--- config.mk ---
export PLATFORM = sky130hd
export DESIGN_NAME = instruction_assembler
export DESIGN_NICKNAME = d
export VERILOG_FILES = /design/src/rtl/arch_defs_pkg.sv /design/src/rtl/instr_len_decode.sv /design/src/rtl/instruction_assembler.sv
export SDC_FILE = /design/constraint.sdc
export NUM_CORES = 1
export LEC_CHECK = 0
export CELL_PAD_IN_SITES_DETAIL_PLACEMENT = 1
export CELL_PAD_IN_SITES_GLOBAL_PLACEMENT = 1
export CORE_ASPECT_RATIO = 1.5
export CORE_UTILIZATION = 36
export CTS_BUF_LIST = sky130_fd_sc_hd__clkbuf_16
export CTS_CLUSTER_DIAMETER = 150
export DETAILED_ROUTE_END_ITERATION = 10
export PLACE_DENSITY = 0.87
export SYNTH_ARGS = -nofsm -noshare
export SYNTH_HDL_FRONTEND = slang
export SYNTH_SLANG_ARGS = --single-unit
--- constraint.sdc ---
create_clock -name clk -period 1.95 [get_ports clk]
set_input_delay 0.2925 -clock clk [delete_from_list [all_inputs] [get_ports clk]]
set_output_delay 0.2925 -clock clk [all_outputs]
set_load 0.02 [all_outputs]
--- src/rtl/arch_defs_pkg.sv ---
// arch_defs_pkg
// Shared SAP-2 control-path definitions: opcode encoding, per-opcode operand
// byte table, instruction length helper and the instruction assembler's
// state encoding.
//   opcode_t                  : SAP-2 opcode byte values
//   asm_state_t               : instruction assembler states
//   OPERAND_BYTES_MAX_DEFAULT : default operand byte capacity
//   op_info()                 : table lookup (listed flag + operand bytes)
//   len_of()                  : 1 + operand byte count, unsaturated
package arch_defs_pkg;

  localparam int OPERAND_BYTES_MAX_DEFAULT = 2;
  localparam int OPCODE_WIDTH              = 8;

  typedef enum logic [OPCODE_WIDTH-1:0] {
    OP_NOP    = 8'h00, OP_INR_B = 8'h04, OP_DCR_B = 8'h05, OP_MVI_B = 8'h06,
    OP_INR_C  = 8'h0C, OP_DCR_C = 8'h0D, OP_MVI_C = 8'h0E, OP_CMA   = 8'h2F,
    OP_STA    = 8'h32, OP_LDA   = 8'h3A, OP_INR_A = 8'h3C, OP_DCR_A = 8'h3D,
    OP_MVI_A  = 8'h3E, OP_HLT   = 8'h76, OP_MOV_AB = 8'h78, OP_ADD_B = 8'h80,
    OP_SUB_B  = 8'h90, OP_ANA_B = 8'hA0, OP_ORA_B = 8'hB0, OP_JNZ   = 8'hC2,
    OP_JMP    = 8'hC3, OP_RET   = 8'hC9, OP_JZ    = 8'hCA, OP_CALL  = 8'hCD,
    OP_OUT    = 8'hD3, OP_IN    = 8'hDB, OP_ANI   = 8'hE6, OP_ORI   = 8'hF6,
    OP_JM     = 8'hFA
  } opcode_t;

  typedef enum logic [1:0] {
    S_EMPTY   = 2'd0,
    S_OPERAND = 2'd1,
    S_READY   = 2'd2
  } asm_state_t;

  typedef struct packed {
    logic       listed;
    logic [2:0] operand_bytes;
  } op_info_t;

  // Unlisted encodings report listed=0 and zero operand bytes, which makes
  // them single-byte instructions everywhere downstream.
  function automatic op_info_t op_info(opcode_t op);
    op_info_t info;
    info.listed        = 1'b1;
    info.operand_bytes = 3'd0;
    case (op)
      OP_MVI_A, OP_MVI_B, OP_MVI_C, OP_ANI, OP_ORI, OP_IN, OP_OUT:
        info.operand_bytes = 3'd1;
      OP_LDA, OP_STA, OP_JMP, OP_JZ, OP_JNZ, OP_JM, OP_CALL:
        info.operand_bytes = 3'd2;
      OP_NOP, OP_INR_A, OP_INR_B, OP_INR_C, OP_DCR_A, OP_DCR_B, OP_DCR_C,
      OP_CMA, OP_HLT, OP_MOV_AB, OP_ADD_B, OP_SUB_B, OP_ANA_B, OP_ORA_B,
      OP_RET:
        info.operand_bytes = 3'd0;
      default:
        info.listed = 1'b0;
    endcase
    return info;
  endfunction

  function automatic logic [2:0] len_of(opcode_t op);
    op_info_t info;
    info = op_info(op);
    return 3'd1 + info.operand_bytes;
  endfunction

endpackage

--- src/rtl/instr_len_decode.sv ---
// instr_len_decode
// Combinational opcode -> instruction length decoder, shared with the
// controller. Lengths are capped at OPERAND_BYTES_MAX+1.
//   opcode  in  opcode_t : opcode byte to classify
//   len     out 3        : total instruction length in bytes
//   illegal out 1        : opcode is not in the length table
module instr_len_decode
  import arch_defs_pkg::*;
#(
  parameter int OPERAND_BYTES_MAX = OPERAND_BYTES_MAX_DEFAULT
) (
  input  opcode_t    opcode,
  output logic [2:0] len,
  output logic       illegal
);

  localparam logic [2:0] LEN_CAP = 3'(OPERAND_BYTES_MAX + 1);

  op_info_t   info;
  logic [2:0] raw_len;

  always_comb begin
    info    = op_info(opcode);
    raw_len = len_of(opcode);
    illegal = ~info.listed;
    len     = (raw_len > LEN_CAP) ? LEN_CAP : raw_len;
  end

endmodule

--- src/rtl/instruction_assembler.sv ---
// instruction_assembler
// Collects a variable-length SAP-2 instruction (opcode + 0..OPERAND_BYTES_MAX
// operand bytes) one byte per load strobe and presents opcode and
// little-endian operand with a valid flag.
// Optional feature macro: ILLEGAL_TRAP_EN (adds the illegal output).
//   clk         in  1        : system clock, rising edge
//   reset_n     in  1        : asynchronous active-low reset
//   load        in  1        : data_in carries the next instruction byte
//   data_in     in  DW       : instruction byte from the memory bus
//   abort       in  1        : discard partial/complete instruction
//   opcode      out opcode_t : captured opcode
//   operand     out DW*N     : operand bytes, little-endian
//   instr_len   out 3        : total byte count of current instruction
//   need_byte   out 1        : another operand byte is expected
//   instr_valid out 1        : opcode and operand complete
//   illegal     out 1        : opcode not in table (ILLEGAL_TRAP_EN only)
module instruction_assembler
  import arch_defs_pkg::*;
#(
  parameter int DATA_WIDTH        = 8,
  parameter int OPERAND_BYTES_MAX = OPERAND_BYTES_MAX_DEFAULT,
  // A zero-operand build still needs a legal port width; the bit stays 0.
  localparam int OPERAND_W = (OPERAND_BYTES_MAX > 0) ? DATA_WIDTH * OPERAND_BYTES_MAX : 1
) (
  input  logic                  clk,
  input  logic                  reset_n,
  input  logic                  load,
  input  logic [DATA_WIDTH-1:0] data_in,
  input  logic                  abort,
  output opcode_t               opcode,
  output logic [OPERAND_W-1:0]  operand,
  output logic [2:0]            instr_len,
  output logic                  need_byte,
  output logic                  instr_valid
`ifdef ILLEGAL_TRAP_EN
  ,
  output logic                  illegal
`endif
);

  asm_state_t state_reg, state_next;
  logic [2:0] cnt_reg;
  opcode_t    opcode_reg;
  logic [2:0] len_reg;
  opcode_t    bus_opcode;
  logic [2:0] dec_len;
  logic       dec_illegal;
  logic [2:0] cap_len;
  logic       capture;
  logic       operand_wr;

  assign bus_opcode = opcode_t'(data_in[OPCODE_WIDTH-1:0]);

  instr_len_decode #(
    .OPERAND_BYTES_MAX(OPERAND_BYTES_MAX)
  ) u_len_decode (
    .opcode (bus_opcode),
    .len    (dec_len),
    .illegal(dec_illegal)
  );

  // Unknown opcodes are single-byte so the controller always sees them
  // complete (and can trap when the illegal flag is built in).
  assign cap_len    = dec_illegal ? 3'd1 : dec_len;
  assign capture    = load && !abort && (state_reg != S_OPERAND);
  assign operand_wr = load && !abort && (state_reg == S_OPERAND);

  // State register
  always_ff @(posedge clk or negedge reset_n) begin
    if (!reset_n) state_reg <= S_EMPTY;
    else          state_reg <= state_next;
  end

  // Next-state logic; abort wins over load
  always_comb begin
    state_next = state_reg;
    if (abort) begin
      state_next = S_EMPTY;
    end else if (load) begin
      case (state_reg)
        S_EMPTY, S_READY: state_next = (cap_len == 3'd1) ? S_READY : S_OPERAND;
        S_OPERAND:        if (cnt_reg + 3'd1 == len_reg - 3'd1) state_next = S_READY;
        default:          state_next = S_EMPTY;
      endcase
    end
  end

  // Output decode from registered state
  always_comb begin
    need_byte   = (state_reg == S_OPERAND);
    instr_valid = (state_reg == S_READY);
  end

  always_ff @(posedge clk or negedge reset_n) begin
    if (!reset_n) begin
      opcode_reg <= OP_NOP;
      len_reg    <= 3'd1;
      cnt_reg    <= 3'd0;
    end else if (abort) begin
      cnt_reg <= 3'd0;
    end else if (capture) begin
      opcode_reg <= bus_opcode;
      len_reg    <= cap_len;
      cnt_reg    <= 3'd0;
    end else if (operand_wr) begin
      cnt_reg <= cnt_reg + 3'd1;
    end
  end

  assign opcode    = opcode_reg;
  assign instr_len = len_reg;

  // One register per operand byte; a new opcode clears them all so bytes
  // beyond the instruction length read as zero.
  generate
    if (OPERAND_BYTES_MAX > 0) begin : g_operand
      logic [DATA_WIDTH-1:0] byte_reg [OPERAND_BYTES_MAX];
      for (genvar gi = 0; gi < OPERAND_BYTES_MAX; gi++) begin : g_byte
        always_ff @(posedge clk or negedge reset_n) begin
          if (!reset_n)                               byte_reg[gi] <= '0;
          else if (capture)                           byte_reg[gi] <= '0;
          else if (operand_wr && cnt_reg == 3'(gi))   byte_reg[gi] <= data_in;
        end
        assign operand[gi*DATA_WIDTH +: DATA_WIDTH] = byte_reg[gi];
      end
    end else begin : g_no_operand
      assign operand = '0;
    end
  endgenerate

`ifdef ILLEGAL_TRAP_EN
  logic illegal_reg;
  always_ff @(posedge clk or negedge reset_n) begin
    if (!reset_n)     illegal_reg <= 1'b0;
    else if (abort)   illegal_reg <= 1'b0;
    else if (capture) illegal_reg <= dec_illegal;
  end
  assign illegal = illegal_reg;
`endif

endmodule

==> flow_summary_export.csv <==
group,metric,value,unit
setup_path,r2r_setup_slack,210,ps
logic_synthesis,yosysSeqAreaShare,0.514,
detailed_routing,first_iter_violations,18,
timing,relSlewSlack,0.567,
die,die_area,0.00461,sq mm
die,start_util,0.371,
placed_design,dp.cells,253,
detailed_routing,wl,4.66,mm
cts,numCtsBuffers,5,
logic_synthesis,synth_seq_cells,32,
timing,max_freq,531,MHz
layout,drive_above_1_share,0.150,
layout,n_fill_cell,470,
detailed_routing,dr.pass1.iters,4,
setup_path,end_kind,"flop",
layout,area_growth,46.3,%
layout,fin_cells,260,
min_path,hp-class,"in2async",
cts,cts-htree-levels,2,
logic_synthesis,synth_nets,169,
logic_synthesis,yosysWarnings,0,
setup_path,r2r_start,"instr_len[0]$_DFFE_PN1P_",
detailed_routing,wire_per_inst,17.9,um
logic_synthesis,ys_types,39,
timing,skew,3.52,ps
cts,cts_tree,"done",
cts,cts.sinks,32,
detailed_routing,drc,0,
detailed_routing,ant_nets,0,
placed_design,post-dp-hpwl,3.44,mm
logic_synthesis,synth_top_cells_by_area,"dfrtp_1 50%, a22o_1 9.0%, nand2_1 6.5%, ha_1 3.2%, nor2b_1 3.2%",
placed_design,port_buffers,40,
power_and_ir_drop,peakVddDrop,0.608,mV
timing,final.period_utilization,0.965,
setup_path,critPathMaxStageDelay,550,ps
layout,antennaDiodeCount,0,
setup_path,crit_path_cell_trace,"clkdlybuf4s50_1 > buf_4 > and4_1 > o21ai_0 > nand3_1 > or4b_1 > and3_1",
layout,largest_register_ffs,16,
cts,path_clk_slew,50,ps
job,maxCapViolations,0,
cts,root_buffer,"clkbuf_16",
cts,clk-insertion-delay-late,270,ps
power_and_ir_drop,power_density,756,mW/mm^2
timing,rsz0062_at_grt,"false",
timing,worst_slew_pin_slew,645,ps
timing,finalMaxSlewViolations,0,
grt,grt_pass1_wl,7.40,mm
setup_path,cp.required,2110,ps
timing,setup_viol,0,
power_and_ir_drop,p_leak,1.11,nW
logic_synthesis,synth_top_area_frac,0.497,
die,boundaryPins,41,
grt,grt_pass1_vias,1466,
timing,min_period,1880,ps
logic_synthesis,syn_avg_cell_area,10.2,sq um
placed_design,gp_congestion,0.899,
cts,post_cts_resize_count,3,
run_status,status,"completed",
setup_path,critPathMaxFanout,4,
setup_path,worstReg2RegEnd,"state_reg[0]$_DFFE_PN0P_",
layout,post-route-util,0.542,
grt,grt_max_degree,33,
setup_path,crit_type,"in2reg",
logic_synthesis,synth_area,0.00156,sq mm
cts,cts_max_path_buffers,2,
die,die_w,55.8,um
cts,cts_setup_buffers,0,
timing,finalHoldViolations,0,
grt,grt_overflow,0,
logic_synthesis,synth_largest_area_cell,"dfrtp_1",
detailed_routing,vias,1406,
layout,nNetsFinal,230,
die,core_area,0.00421,sq mm
cts,cts.hold.buffers_added,0,
die,rows,29,
die,die_y,82.6,um
setup_path,start_kind,"input pin",
setup_path,crit_path_start,"data_in[6]",
grt,grt_usage,0.217,
logic_synthesis,synthCells,153,
setup_path,r2r_cells,7,
detailed_routing,viasPerCell,5.41,
setup_path,worstPathArrival,2040,ps
grt,antenna_found_initial,0,
setup_path,crit_slowest_cell,"or4b_1",
## layout by cell type (no fill, tap or decap), types with 2 or more instances in the layout
| cell | count |
|---|---|
| a21oi_1 | 4 |
| a22o_1 | 16 |
| a31oi_1 | 3 |
| and3_1 | 4 |
| buf_4 | 21 |
| clkbuf_16 | 5 |
| clkdlybuf4s50_1 | 34 |
| clkinv_1 | 3 |
| dfrtp_1 | 31 |
| dlygate4sd2_1 | 2 |
| dlymetal6s2s_1 | 4 |
| ha_1 | 4 |
| inv_1 | 5 |
| nand2_1 | 27 |
| nand2b_1 | 3 |
| nand3_1 | 2 |
| nor2_1 | 9 |
| nor2b_1 | 8 |
| o21ai_0 | 3 |
| o21ai_1 | 2 |
| xnor2_1 | 3 |
| xor2_1 | 2 |
## report_power, final
part	leakage, nW	internal (mW)	switching [mW]
Sequential	0.427	0.699	0.0209
Combinational	0.616	0.136	0.153
Clock	0.0648	0.455	0.260
Total	1.11	1.29	0.434
## area by class of cell
type / count / area [sq um] / share of cell area
clock buffer: 5 / 125 / 0.0548
tap: 46 / 57.6 / 0.0252
clock inverter: 2 / 7.51 / 0.00329
multi-input combinational: 108 / 702 / 0.308
sequential: 32 / 802 / 0.351
timing repair buffer: 61 / 566 / 0.248
inverter: 6 / 22.5 / 0.00987
## per-layer routing
layer	global-route usage	vias to the layer above	part of all wire
li1	-	658	-
met1	0.223	705	0.38
met2	0.416	32	0.56
met3	0.0343	11	0.024
met4	0.128	0	0.036
met5	0	-	0
## cell usage after synthesis, drive strengths merged
master    n
nor2      9
mux2      1
nor3b     2
xnor2     3
dfrtp    31
mux2i     1
o211ai    1
nand3     2
nor3      1
a21oi     4
a31oi     3
nand4     1
o2111ai   1
inv       5
clkinv    1
dfstp     1
and4      1
buf       3
and2      1
and3      5
xor2      2
nand2b    3
o21a      1
nor2b     9
a2111o    1
o22ai     1
ha        4
and4bb    2
nand2    27
clkbuf    4
a22o     16
or4b      1
o21ai     5
## stage by stage
step | instance area, sq um | power [mW] | setup TNS (ps) | setup WS, ps | hold WS (ps)
finish | 2280 | 1.72 | 0 | 67.9 | 421
global route | 2280 | 1.78 | 0 | 2.18 | 456
CTS | 2270 | 1.73 | 0 | 14.3 | 436
detailed placement | 2140 | 1.02 | -791 | -322 | 470
global placement | 2140 | 1.01 | -441 | -218 | 463
floorplan | 1560 | 0.857 | 0 | 240 | -3.09
## how the worst max path moves through the flow
stage                                     to  slack, ps  cells after the start
finish              state_reg[0]$_DFFE_PN0P_         70                      7
global route        state_reg[0]$_DFFE_PN0P_          2                      7
CTS                 state_reg[0]$_DFFE_PN0P_         10                      6
detailed placement  state_reg[1]$_DFFE_PN0P_       -320                      6
global placement    state_reg[0]$_DFFE_PN0P_       -220                      6
floorplan           state_reg[0]$_DFFE_PN0P_        240                      7
## worst max-delay path: cells and delay by family
kind                   cells  cell delay, ps
AOI/OAI and AO/OA          1              80
buffers and inverters      2             670
and+or+nand+nor            4            1000
## logic make-up after synthesis
| logic type | synth area share |
|---|---|
| compound gates | 0.157 |
| xor+xnor | 0.0281 |
| fa+ha+maj | 0.0321 |
| buf+inv | 0.0393 |
| flops | 0.514 |
| mux | 0.0136 |
| simple gates | 0.216 |
Note: power is estimated with default switching activity, not from simulation.
